<file path="src/rtl/i2c_bus_scheduler.sv">
// i2c_bus_scheduler: round-robin sharing of one multi-master I2C clock generator
// between NUM_REQ internal requesters, gated by observed bus busy/free state.
// Optional hold timeout compiled in with `define ARB_HOLD_TIMEOUT_EN.
module i2c_bus_scheduler #(
  parameter int NUM_REQ         = 2,
  parameter int BUS_FREE_CYCLES = 3,
  parameter int HOLD_TIMEOUT    = 1000
) (
  input  logic                       clk_in,
  input  logic                       reset,
  input  logic                       scl_in,
  input  logic                       sda_in,
  input  logic                       bus_clear,
  input  logic [NUM_REQ-1:0]         req,
  output logic [NUM_REQ-1:0]         grant,
  output logic                       clock_enable,
  output logic                       bus_busy,
  output logic                       abort,
  output logic [$clog2(NUM_REQ)-1:0] abort_id
);

  localparam int IW = $clog2(NUM_REQ);
  localparam int CW = $clog2(BUS_FREE_CYCLES + 1);

  typedef enum logic [1:0] {
    S_IDLE,
    S_WAIT_FREE,
    S_GRANTED,
    S_ABORT
  } state_t;

  // line synchroniser and history flops
  logic          r_scl_s1, r_scl_q, r_scl_p;
  logic          r_sda_s1, r_sda_q, r_sda_p;
  // bus observation
  logic          r_bus_busy;
  logic [CW-1:0] r_count;
  // arbitration state
  state_t               r_state;
  logic [IW-1:0]        r_ptr;
  logic [IW-1:0]        r_owner;
  logic [NUM_REQ-1:0]   r_grant;
  logic                 r_clock_enable;
  logic                 r_abort;
  logic [IW-1:0]        r_abort_id;

  logic          w_start;
  logic          w_stop;
  logic          w_bus_free;
  logic [IW-1:0] w_winner;
  logic          w_found;
  int            w_idx;
  logic [IW-1:0] w_owner_next;
  logic          w_hold_expired;

  assign w_start    = r_scl_p & r_scl_q &  r_sda_p & ~r_sda_q;
  assign w_stop     = r_scl_p & r_scl_q & ~r_sda_p &  r_sda_q;
  assign w_bus_free = (r_count == CW'(BUS_FREE_CYCLES));

  // pointer the released/revoked owner hands on to, wrapping at NUM_REQ
  assign w_owner_next = (r_owner == IW'(NUM_REQ - 1)) ? '0 : r_owner + 1'b1;

  // two-flop synchroniser plus one history stage; idle-bus reset value
  always_ff @(posedge clk_in) begin
    if (reset) begin
      r_scl_s1 <= 1'b1;
      r_scl_q  <= 1'b1;
      r_scl_p  <= 1'b1;
      r_sda_s1 <= 1'b1;
      r_sda_q  <= 1'b1;
      r_sda_p  <= 1'b1;
    end else begin
      r_scl_s1 <= scl_in;
      r_scl_q  <= r_scl_s1;
      r_scl_p  <= r_scl_q;
      r_sda_s1 <= sda_in;
      r_sda_q  <= r_sda_s1;
      r_sda_p  <= r_sda_q;
    end
  end

  // busy flag from START/STOP (STOP dominates) and saturating bus-free timer
  always_ff @(posedge clk_in) begin
    if (reset) begin
      r_bus_busy <= 1'b0;
      r_count    <= '0;
    end else begin
      if (w_stop)
        r_bus_busy <= 1'b0;
      else if (w_start)
        r_bus_busy <= 1'b1;

      if (!r_bus_busy && r_scl_q && r_sda_q) begin
        if (!w_bus_free)
          r_count <= r_count + 1'b1;
      end else begin
        r_count <= '0;
      end
    end
  end

  // round-robin pick: first requester at or after r_ptr, wrapping
  always_comb begin
    w_winner = '0;
    w_found  = 1'b0;
    w_idx    = 0;
    for (int i = 0; i < NUM_REQ; i++) begin
      w_idx = int'(r_ptr) + i;
      if (w_idx >= NUM_REQ)
        w_idx = w_idx - NUM_REQ;
      if (!w_found && req[w_idx]) begin
        w_found  = 1'b1;
        w_winner = IW'(w_idx);
      end
    end
  end

`ifdef ARB_HOLD_TIMEOUT_EN
  localparam int HW = $clog2(HOLD_TIMEOUT + 1);
  logic [HW-1:0] r_hold;

  assign w_hold_expired = (r_state == S_GRANTED) && (r_hold == HW'(HOLD_TIMEOUT - 1));

  // counts GRANTED cycles; zero on the first GRANTED cycle of every grant
  always_ff @(posedge clk_in) begin
    if (reset)
      r_hold <= '0;
    else if (r_state != S_GRANTED)
      r_hold <= '0;
    else
      r_hold <= r_hold + 1'b1;
  end
`else
  // without the timer a grant lasts as long as the owner keeps requesting
  logic w_unused_hold_cfg;
  assign w_unused_hold_cfg = (HOLD_TIMEOUT > 0);
  assign w_hold_expired    = 1'b0;
`endif

  // arbitration FSM with registered grant/enable/abort outputs
  always_ff @(posedge clk_in) begin
    if (reset) begin
      r_state        <= S_IDLE;
      r_ptr          <= '0;
      r_owner        <= '0;
      r_grant        <= '0;
      r_clock_enable <= 1'b0;
      r_abort        <= 1'b0;
      r_abort_id     <= '0;
    end else begin
      r_abort <= 1'b0;
      case (r_state)
        S_IDLE: begin
          if (|req)
            r_state <= S_WAIT_FREE;
        end
        S_WAIT_FREE: begin
          if (req == '0) begin
            r_state <= S_IDLE;
          end else if (w_bus_free && !bus_clear) begin
            r_state        <= S_GRANTED;
            r_owner        <= w_winner;
            r_grant        <= NUM_REQ'(1) << w_winner;
            r_clock_enable <= 1'b1;
          end
        end
        S_GRANTED: begin
          // revocation outranks a simultaneous voluntary release
          if (bus_clear || w_hold_expired) begin
            r_state        <= S_ABORT;
            r_abort        <= 1'b1;
            r_abort_id     <= r_owner;
            r_grant        <= '0;
            r_clock_enable <= 1'b0;
            r_ptr          <= w_owner_next;
          end else if (!req[r_owner]) begin
            r_state        <= S_IDLE;
            r_grant        <= '0;
            r_clock_enable <= 1'b0;
            r_ptr          <= w_owner_next;
          end
        end
        S_ABORT: begin
          // wait for the line to recover and the revoked owner to let go
          if (!bus_clear && !req[r_owner])
            r_state <= S_IDLE;
        end
        default: begin
          r_state        <= S_IDLE;
          r_grant        <= '0;
          r_clock_enable <= 1'b0;
        end
      endcase
    end
  end

  assign grant        = r_grant;
  assign clock_enable = r_clock_enable;
  assign bus_busy     = r_bus_busy;
  assign abort        = r_abort;
  assign abort_id     = r_abort_id;

endmodule

</file>
<file path="config.mk">
export PLATFORM = sky130hd
export DESIGN_NAME = i2c_bus_scheduler
export DESIGN_NICKNAME = d
export VERILOG_FILES = /design/src/rtl/i2c_bus_scheduler.sv
export SDC_FILE = /design/constraint.sdc
export NUM_CORES = 1
export LEC_CHECK = 0
export BUFFER_PORTS_ARGS = -buffer_cell sky130_fd_sc_hd__buf_4
export CORE_MARGIN = 1
export CORE_UTILIZATION = 46
export DETAILED_ROUTE_END_ITERATION = 12
export PLACE_DENSITY = 0.7
export REMOVE_ABC_BUFFERS = 1
export SLEW_MARGIN = 10
export SYNTH_ARGS = -nofsm -noshare
export SYNTH_HDL_FRONTEND = slang
export SYNTH_SLANG_ARGS = --single-unit
</file>
<file path="constraint.sdc">
create_clock -name clk_in -period 1.3 [get_ports clk_in]
set_input_delay 0.26 -clock clk_in [delete_from_list [all_inputs] [get_ports clk_in]]
set_output_delay 0.26 -clock clk_in [all_outputs]
set_load 0.03 [all_outputs]
</file>
# --- After elaboration in Yosys (flattened, before gate mapping) ---
# Index checks and enable logic that the tools add are counted.
classes:
  add_sub_neg: 5
  order_cmp: 5
  n_eq_ne: 11
  shift: 1
  mux: 33
  n_bitwise: 10
  n_reduce_logical: 21
op_table:
  columns: ["cell", "count"]
  rows:
  - ["$lt A32 B3 Y1 const B", 2]
  - ["$mux W32", 2]
  - ["$mux W1", 19]
  - ["$mux W2", 9]
  - ["$ne A2 B2 Y1 const B", 5]
  - ["$pmux W2 S4", 1]
  - ["$reduce_and A4 Y1", 2]
  - ["$reduce_or A2 Y1", 4]
  - ["$eq A2 B2 Y1 const B", 3]
  - ["$ne A3 B3 Y1 const B", 2]
  - ["$and A1 B1 Y1", 5]
  - ["$logic_and A1 B1 Y1", 5]
  - ["$not A1 Y1", 5]
  - ["$logic_not A1 Y1", 4]
  - ["$logic_not A2 Y1", 2]
  - ["$pmux W2 S2", 1]
  - ["$reduce_and A2 Y1", 2]
  - ["$reduce_and A3 Y1", 1]
  - ["$sub A1 B2 Y3 const B", 1]
  - ["$sub A2 B2 Y3 const B", 1]
  - ["$add A1 B1 Y2 const B", 1]
  - ["$add A2 B1 Y2 const B", 1]
  - ["$eq A2 B1 Y1 const B", 1]
  - ["$ge A1 B2 Y1 const B", 1]
  - ["other kinds (6)", 6]
word_totals:
  register_bits: 18
  in_bits: 7
  output_inout_bits: 6
  wordCells: 101

# --- Longest topological paths before layout ---
# Gate-level depths: netlist (run 1).
depth:
  depth_word: 13
  ltp_mapped: 4
  ltp_nobuf: 4

# --- Least setup slack after synthesis (run 1) ---
# OpenSTA, ideal clock, no wires.
synth_path:
  kind: "flip-flop to flip-flop"
  from: "reg r_count[0]"
  to: "reg r_grant[1] (netlist: grant[1])"
  setup_time_ps: 92
  t_arrival_ps: 1278
  t_required_ps: 1208
  slack_ps: -71
  stages_incl_launch_ff: 5
  path_buffers: 0
  period_less_slack_ps: 1371
  path_cell_list: "dfxtp_1 -> ha_1 -> nand3b_4 -> or4_4 -> o32ai_1"
synth_via:
  elab_chain_cells: 4
synth_lines:
  columns: ["item", "line", "rtl"]
  rows:
  - ["start, declared", "37", "logic [CW-1:0] r_count;"]
  - ["start signal, assigned", "95", "r_count <= r_count + 1'b1;"]
  - ["$eq A2 B2 Y1", "58", "assign w_bus_free = (r_count == CW'(BUS_FREE_CYCLES));"]
  - ["$logic_and A1 B1 Y1", "160", "end else if (w_bus_free && !bus_clear) begin"]
  - ["$ne A2 B2 Y1 (no line)", null, null]
  - ["$reduce_and A4 Y1 (no line)", null, null]
  - ["end signal, assigned", "163", "r_grant <= NUM_REQ'(1) << w_winner;"]
  - ["end, declared", "42", "logic [NUM_REQ-1:0] r_grant;"]
# No other way between the ends.
# A chain may end at the register's enable or synchronous reset.

# --- Worst setup path in the final report (run 1) ---
layout_path:
  from: "reg r_count[0]"
  to: "reg r_owner"
layout_via:
  elab_chain_cells: 3
layout_lines:
  columns: ["item", "line", "rtl"]
  rows:
  - ["$eq A2 B2 Y1", "58", null]
  - ["$logic_and A1 B1 Y1", "160", null]
  - ["$reduce_and A3 Y1 (no line)", null, null]
  - ["end signal, assigned", "162", "r_owner <= w_winner;"]
  - ["end, declared", "41", "logic [IW-1:0] r_owner;"]
# No other way between the ends.

==> impl_results.md, run 1 <==
* Worst vdd ir at 0.000767 V
* Crit path launch type: register
* Pwr/cell area at 1100 nW/um^2
* Synth Register Bits at 18
* Antenna violations before repair at 0
* Row count at 13
* Overall Power at 1.02 mW
* Clock Sinks at 18
* Leakage power at 0.418 nW
* Synthesized area at 704 um^2
* Global route overflow at 0
* Rel. slew slack at 0.805
* R2R Path End: r_owner
* Top_reg_cell synth: dfxtp_1
* Reg2reg setup slack at 20 ps
* Worst EP required at between 1500 and 2000 ps
* Worst reg2reg startpoint: r_count[0]
* CTS root buf: clkbuf_4
* Fmax at 0.781 GHz
* Routed wire length at ~1.3 mm
* Avg WL per Cell at 12.0 um
* CP Capture Point: r_owner
* H-tree depth reported by CTS at 1
* Layout Nets at 101
* Hold Buf Count CTS at 0
* Diodes inserted at 0
* Setup TNS at 0 ps
* Area of the multi-input gates at around 360 um^2
* CTS tree: yes
* Worst clock skew at 2.73 ps
* Synthesized netlist cell count at 71
* Setup ws final at 19.0 ps
* Cells on worst reg2reg path at 4
* Final setup viols at 0
* Pre-CTS setup slack at -42.6 ps
* Filler cells at between 100 and 150
* Critical Path Start: r_count[0]
* Clock Path Buffers at 2
* Initial drt markers at 31
* Post-route ant nets at 0
* Post-DP HPWL at 930 um
* RSZ-0062 raised after global routing: true
* Ys Warns at 0
* First-pass DRT Iterations at 4
* Synthesized area per cell at ~10 um^2
* Area growth syn-to-layout at 32.0%
* CP Capture Type: register
* Post-synth cell types at 28
* Largest net degree at the start of global routing at 18
* Seq/Total Area, Yosys at 0.512
* Pins over their slew limit at 0
* Hold Violations, Final at 0
* DP Area at 858 um^2
* Via count at 570
* Final Cycle Share at 0.985
* Final min period at ~1300 ps
* Critical Path AT at 1510 ps
* Die width at 41.1 um
* DRC Markers at 0
* Async SR Flop Fraction at 0
* Number of global-route vias before repair at 427
* Slew @ Worst Pin at 289 ps
* CP max FO at 4
* Min-delay worst type: in2reg
* Final Instance Area at a little over 900 um^2
* Core area at 1370 um^2
* CTS buffer count at 3
* Layout Utilization at 0.680
* Clock Pin Slew Worst Setup and Hold Paths at 90 ps
* Die area at 1690 um^2
* GPL Wtd Cong at between 0.8 and 0.9
* Share of cells above drive strength 1 at 0.457
* Die H at 41.1 um
* Reg area at ~360 um^2
* # IOs at 13
* First-pass GRT wire length at approximately 1.8 mm
* Clock Latency Late Sink at 290 ps
* Port Buffers at 12
* All-Layer GR Usage at 0.181
* Initial Util at 0.516
* Via density per instance at 5.33
* Outcome: finished, final reports clean
* Max-cap viol count at 0
* CP Class: reg2reg
* Post-synth EDFFs at 0
## how the worst min path moves through the flow
stage | from | endpoint | slack [ps] | cells after the start
4_1_cts | scl_in | r_scl_s1 | 140 | 2
3_5_place_dp | r_sda_s1 | r_sda_q | 390 | 1
3_3_place_gp | r_scl_s1 | r_scl_q | 390 | 1
6_report | scl_in | r_scl_s1 | 150 | 2
2_1_floorplan | reset | bus_busy | 330 | 1
5_1_grt | scl_in | r_scl_s1 | 130 | 2
## cells by family after synthesis
| logic type | after synthesis | share of synthesized area |
|---|---|---|
| buf+inv | 5 | 0.0266 |
| fa+ha+maj | 1 | 0.0178 |
| compound gates | 16 | 0.142 |
| simple gates | 26 | 0.229 |
| flops | 18 | 0.512 |
| xor+xnor | 1 | 0.0124 |
| mux | 4 | 0.0604 |
## worst max-delay path: stages, from the launching register on
cell and delay [ps]:
dfxtp_2 360, ha_4 150, nand3b_4 80, or4_4 500, a21oi_2 120
## cells in the final DEF, fill, tap and decap left out, drive strengths merged, types with 2 or more instances in the layout
cell type and n:
buf 19, dfxtp 18, or2 8, nor2 6, a21oi 6, clkbuf 4
inv 3, nand2 3, o21ai 3, mux2 2, nor2b 2, o22ai 2
mux2i 2, nand3b 2
## per-stage QoR
| stage | instances | hold WS [ps] |
|---|---|---|
| 3_3_place_gp | 103 | 392 |
| 3_5_place_dp | 103 | 394 |
| 2_1_floorplan | 69 | 329 |
| 5_1_grt | 107 | 130 |
| 4_1_cts | 107 | 136 |
| 6_report | 107 | 147 |
## layout make-up
cell class / instances / share of cell area
clock buffer: 4 / 0.0390
inverter: 3 / 0.0121
sequential: 18 / 0.392
multi-input combinational: 48 / 0.384
timing repair buffer: 19 / 0.153
tap: 15 / 0.0202
## cells in the mapped netlist (2+ instances only)
cell	count	area share
clkbuf_1	2	0.011
a21oi_1	5	0.036
o22ai_1	2	0.018
mux2i_1	2	0.028
nand2_1	3	0.016
or2_2	8	0.071
inv_1	3	0.016
nor2b_1	2	0.018
o21ai_0	3	0.021
dfxtp_1	18	0.51
nor2_1	6	0.032
## where the power goes
group,internal (mW),leakage [nW],switching (mW)
registers,0.572,0.148,0.0155
logic,0.0554,0.248,0.0442
clock network,0.171,0.0210,0.162
total,0.798,0.418,0.222
## metal layers
layer | part of all wire | vias to the layer above | GRT usage
met1 | 0.46 | 249 | 0.202
met5 | 0 | - | 0
li1 | - | 289 | -
met3 | 0.062 | 7 | 0.0815
met4 | 0.035 | 0 | 0.145
met2 | 0.44 | 25 | 0.262
## what timing repair did
item	in CTS	in global routing
setup buffers	0	0
endpoints found under the setup margin	3	3
cloned	0	0
resized for setup	6	3
hold endpoints to repair	0	0
pin swaps	2	3
(Power assumes the default switching activity.)
==> run 2: changes to the inputs <==
--- a/config.mk
+++ b/config.mk
@@ -9,7 +9,7 @@
 export CORE_MARGIN = 1
 export CORE_UTILIZATION = 46
 export DETAILED_ROUTE_END_ITERATION = 12
-export PLACE_DENSITY = 0.7
+export PLACE_DENSITY = 0.71
 export REMOVE_ABC_BUFFERS = 1
 export SLEW_MARGIN = 10
 export SYNTH_ARGS = -nofsm -noshare
==> run 2 against run 1 <==
- the run now ends with setup timing left
- critical path depth unchanged
- clock-buffer cell count stayed put
- utilization up 0.82 points
==> impl_results.md, run 2 (synthesis results as in run 1) <==
* Outcome: complete, but fails checks
* Failing checks: setup timing
* Critical Path AT at 1530 ps (+20 ps)
* All-Layer GR Usage at 0.184 (+0.00296)
* Layout Utilization at 0.689 (+0.00824)
* Buf/Inv on CP at 0 (unchanged)
* Worst EP required at 1510 ps (-20 ps)
* CTS root buf: clkbuf_4
* Antenna violations before repair at 0 (unchanged)
* Die width at 41.1 um (unchanged)
* Via density per instance at 5.18 (-2.8%)
* Crit path launch type: register
* H-tree depth reported by CTS at 1 (unchanged)
* Die H at 41.1 um (unchanged)
* CP Class: reg2reg
* Post-DP HPWL at 905 um (-2.7%)
* CP max FO at 4 (unchanged)
* Max-cap viol count at 0 (unchanged)
* Diodes inserted at 0 (unchanged)
* Cell depth of the worst hold path at 2 (unchanged)
* CP Capture Type: register
* Row count at 13 (unchanged)
* CP Depth at 4 (unchanged)
* Most frequent cells in the layout: buf_4, dfxtp_1, or2_2
* Initial drt markers at 3 (-90%)
* Port Buffers at 12 (unchanged)
* Rel. slew slack at 0.796 (-0.00864)
* Post-route ant nets at 0 (unchanged)
* Cells on worst reg2reg path at 4 (unchanged)
* Clock Sinks at 18 (unchanged)
* Fmax at 0.761 GHz (-2.6%)
* CP top delay family: simple AND/OR/NAND/NOR gates
* Hold Violations, Final at 0 (unchanged)
* Pins over their slew limit at 0 (unchanged)
* Leakage power at 0.425 nW (+1.7%)
* Critical Path Start: r_count[1]
* Share of cells above drive strength 1 at 0.452 (-0.00491)
* Hold Buf Count CTS at 0 (unchanged)
* Setup ws final at -14.8 ps (-33.8 ps)
* First-pass GRT wire length at 1.97 mm (+11%)
* Largest net degree at the start of global routing at 18 (unchanged)
* RSZ-0062 raised after global routing: true
* Clock Path Buffers at 2 (unchanged)
* Via count at 559 (-1.9%)
* Die area at 1690 um^2 (unchanged)
* Worst Hold Launch: sda_in
* Final min period at 1310 ps (+33.8 ps)
* Slew @ Worst Pin at 301 ps (+12.8 ps)
* Worst clock skew at 2.43 ps (-0.301 ps)
* Layout Nets at 102 (+0.99%)
* Initial Util at 0.516 (unchanged)
* Pwr/cell area at 1110 nW/um^2 (+0.78%)
* Crit-path cells: ha_4 -> nand3b_4 -> or4_4 -> o32ai_2
* CTS buffer count at 3 (unchanged)
* Worst reg2reg startpoint: r_count[1]
* Global route overflow at 0 (unchanged)
* Core area at 1370 um^2 (unchanged)
* Min-delay worst type: in2reg
* CTS tree: yes
* Clock Latency Late Sink at 290 ps (about the same)
* Commonest non-fill, non-tap cell in the layout: buf_4
* Final setup viols at 2 (+2)
* Number of global-route vias before repair at 496 (+16%)
* Slowest stage delay, CP at 510 ps (about the same)
* Pre-CTS setup slack at -46.4 ps (-3.78 ps)
* Worst vdd ir at 0.000558 V (-27%)
* GPL Wtd Cong at 0.867 (-3.4%)
* DRC Markers at 0 (unchanged)
* CP max stage cell: or4_4
* Clock Pin Slew Worst Setup and Hold Paths at 110 ps (+20 ps)
* # IOs at 13 (unchanged)
* Area growth syn-to-layout at 33.6%
* First-pass DRT Iterations at 2 (-2)
* Final Cycle Share at 1.01 (+0.0260)
* Avg WL per Cell at 12.2 um (+1.1%)
* Routed wire length at 1.31 mm (+2.0%)
## run 2: worst paths after layout
| kind | endpoint | slack, ps |
|---|---|---|
| worst max-delay path | grant[1] | -10 |
| worst min-delay path | r_sda_s1 | 140 |
| worst max register to register | grant[1] | -10 |
| worst min register to register | r_sda_q | 420 |
## run 2: per-layer routing
metal / GRT usage / up-vias / part of all wire
li1: - / 296 / -
met1: 0.250 / 248 / 0.55
met2: 0.273 / 11 / 0.41
met3: 0.0326 / 4 / 0.024
met4: 0.0968 / 0 / 0.011
met5: 0 / - / 0
## run 2: area by class of cell
cell class,instances,area (um^2)
Inverter,3,11.3
Clock buffer,4,36.3
Multi-Input combinational cell,48,360
Fill cell,112,425
Timing Repair Buffer,20,150
Tap cell,15,18.8
Sequential cell,18,364
## run 2: metrics by stage
step	hold slack (ps)	total power, mW	TNS, ps	cells	area [um^2]
after floorplan	329	0.643	-164	69	697
after global placement	394	0.687	-38.3	103	858
after detailed placement	393	0.691	-110	103	858
after CTS	142	1.04	-32.2	107	922
after global routing	143	1.08	-88.8	108	941
final	141	1.04	-24.8	108	941
## run 2: timing repair
action	in CTS	in global routing
gates resized for setup	7	2
setup buffers	0	1
setup endpoints to repair	4	3
pin swaps	2	1
hold endpoints to repair	0	0
## run 2: power breakdown
| part | internal, mW | switching, mW | total [mW] |
|---|---|---|---|
| Combinational | 0.0571 | 0.0464 | 0.103 |
| Clock | 0.171 | 0.178 | 0.349 |
| Sequential | 0.572 | 0.0156 | 0.588 |
| Total | 0.800 | 0.240 | 1.04 |
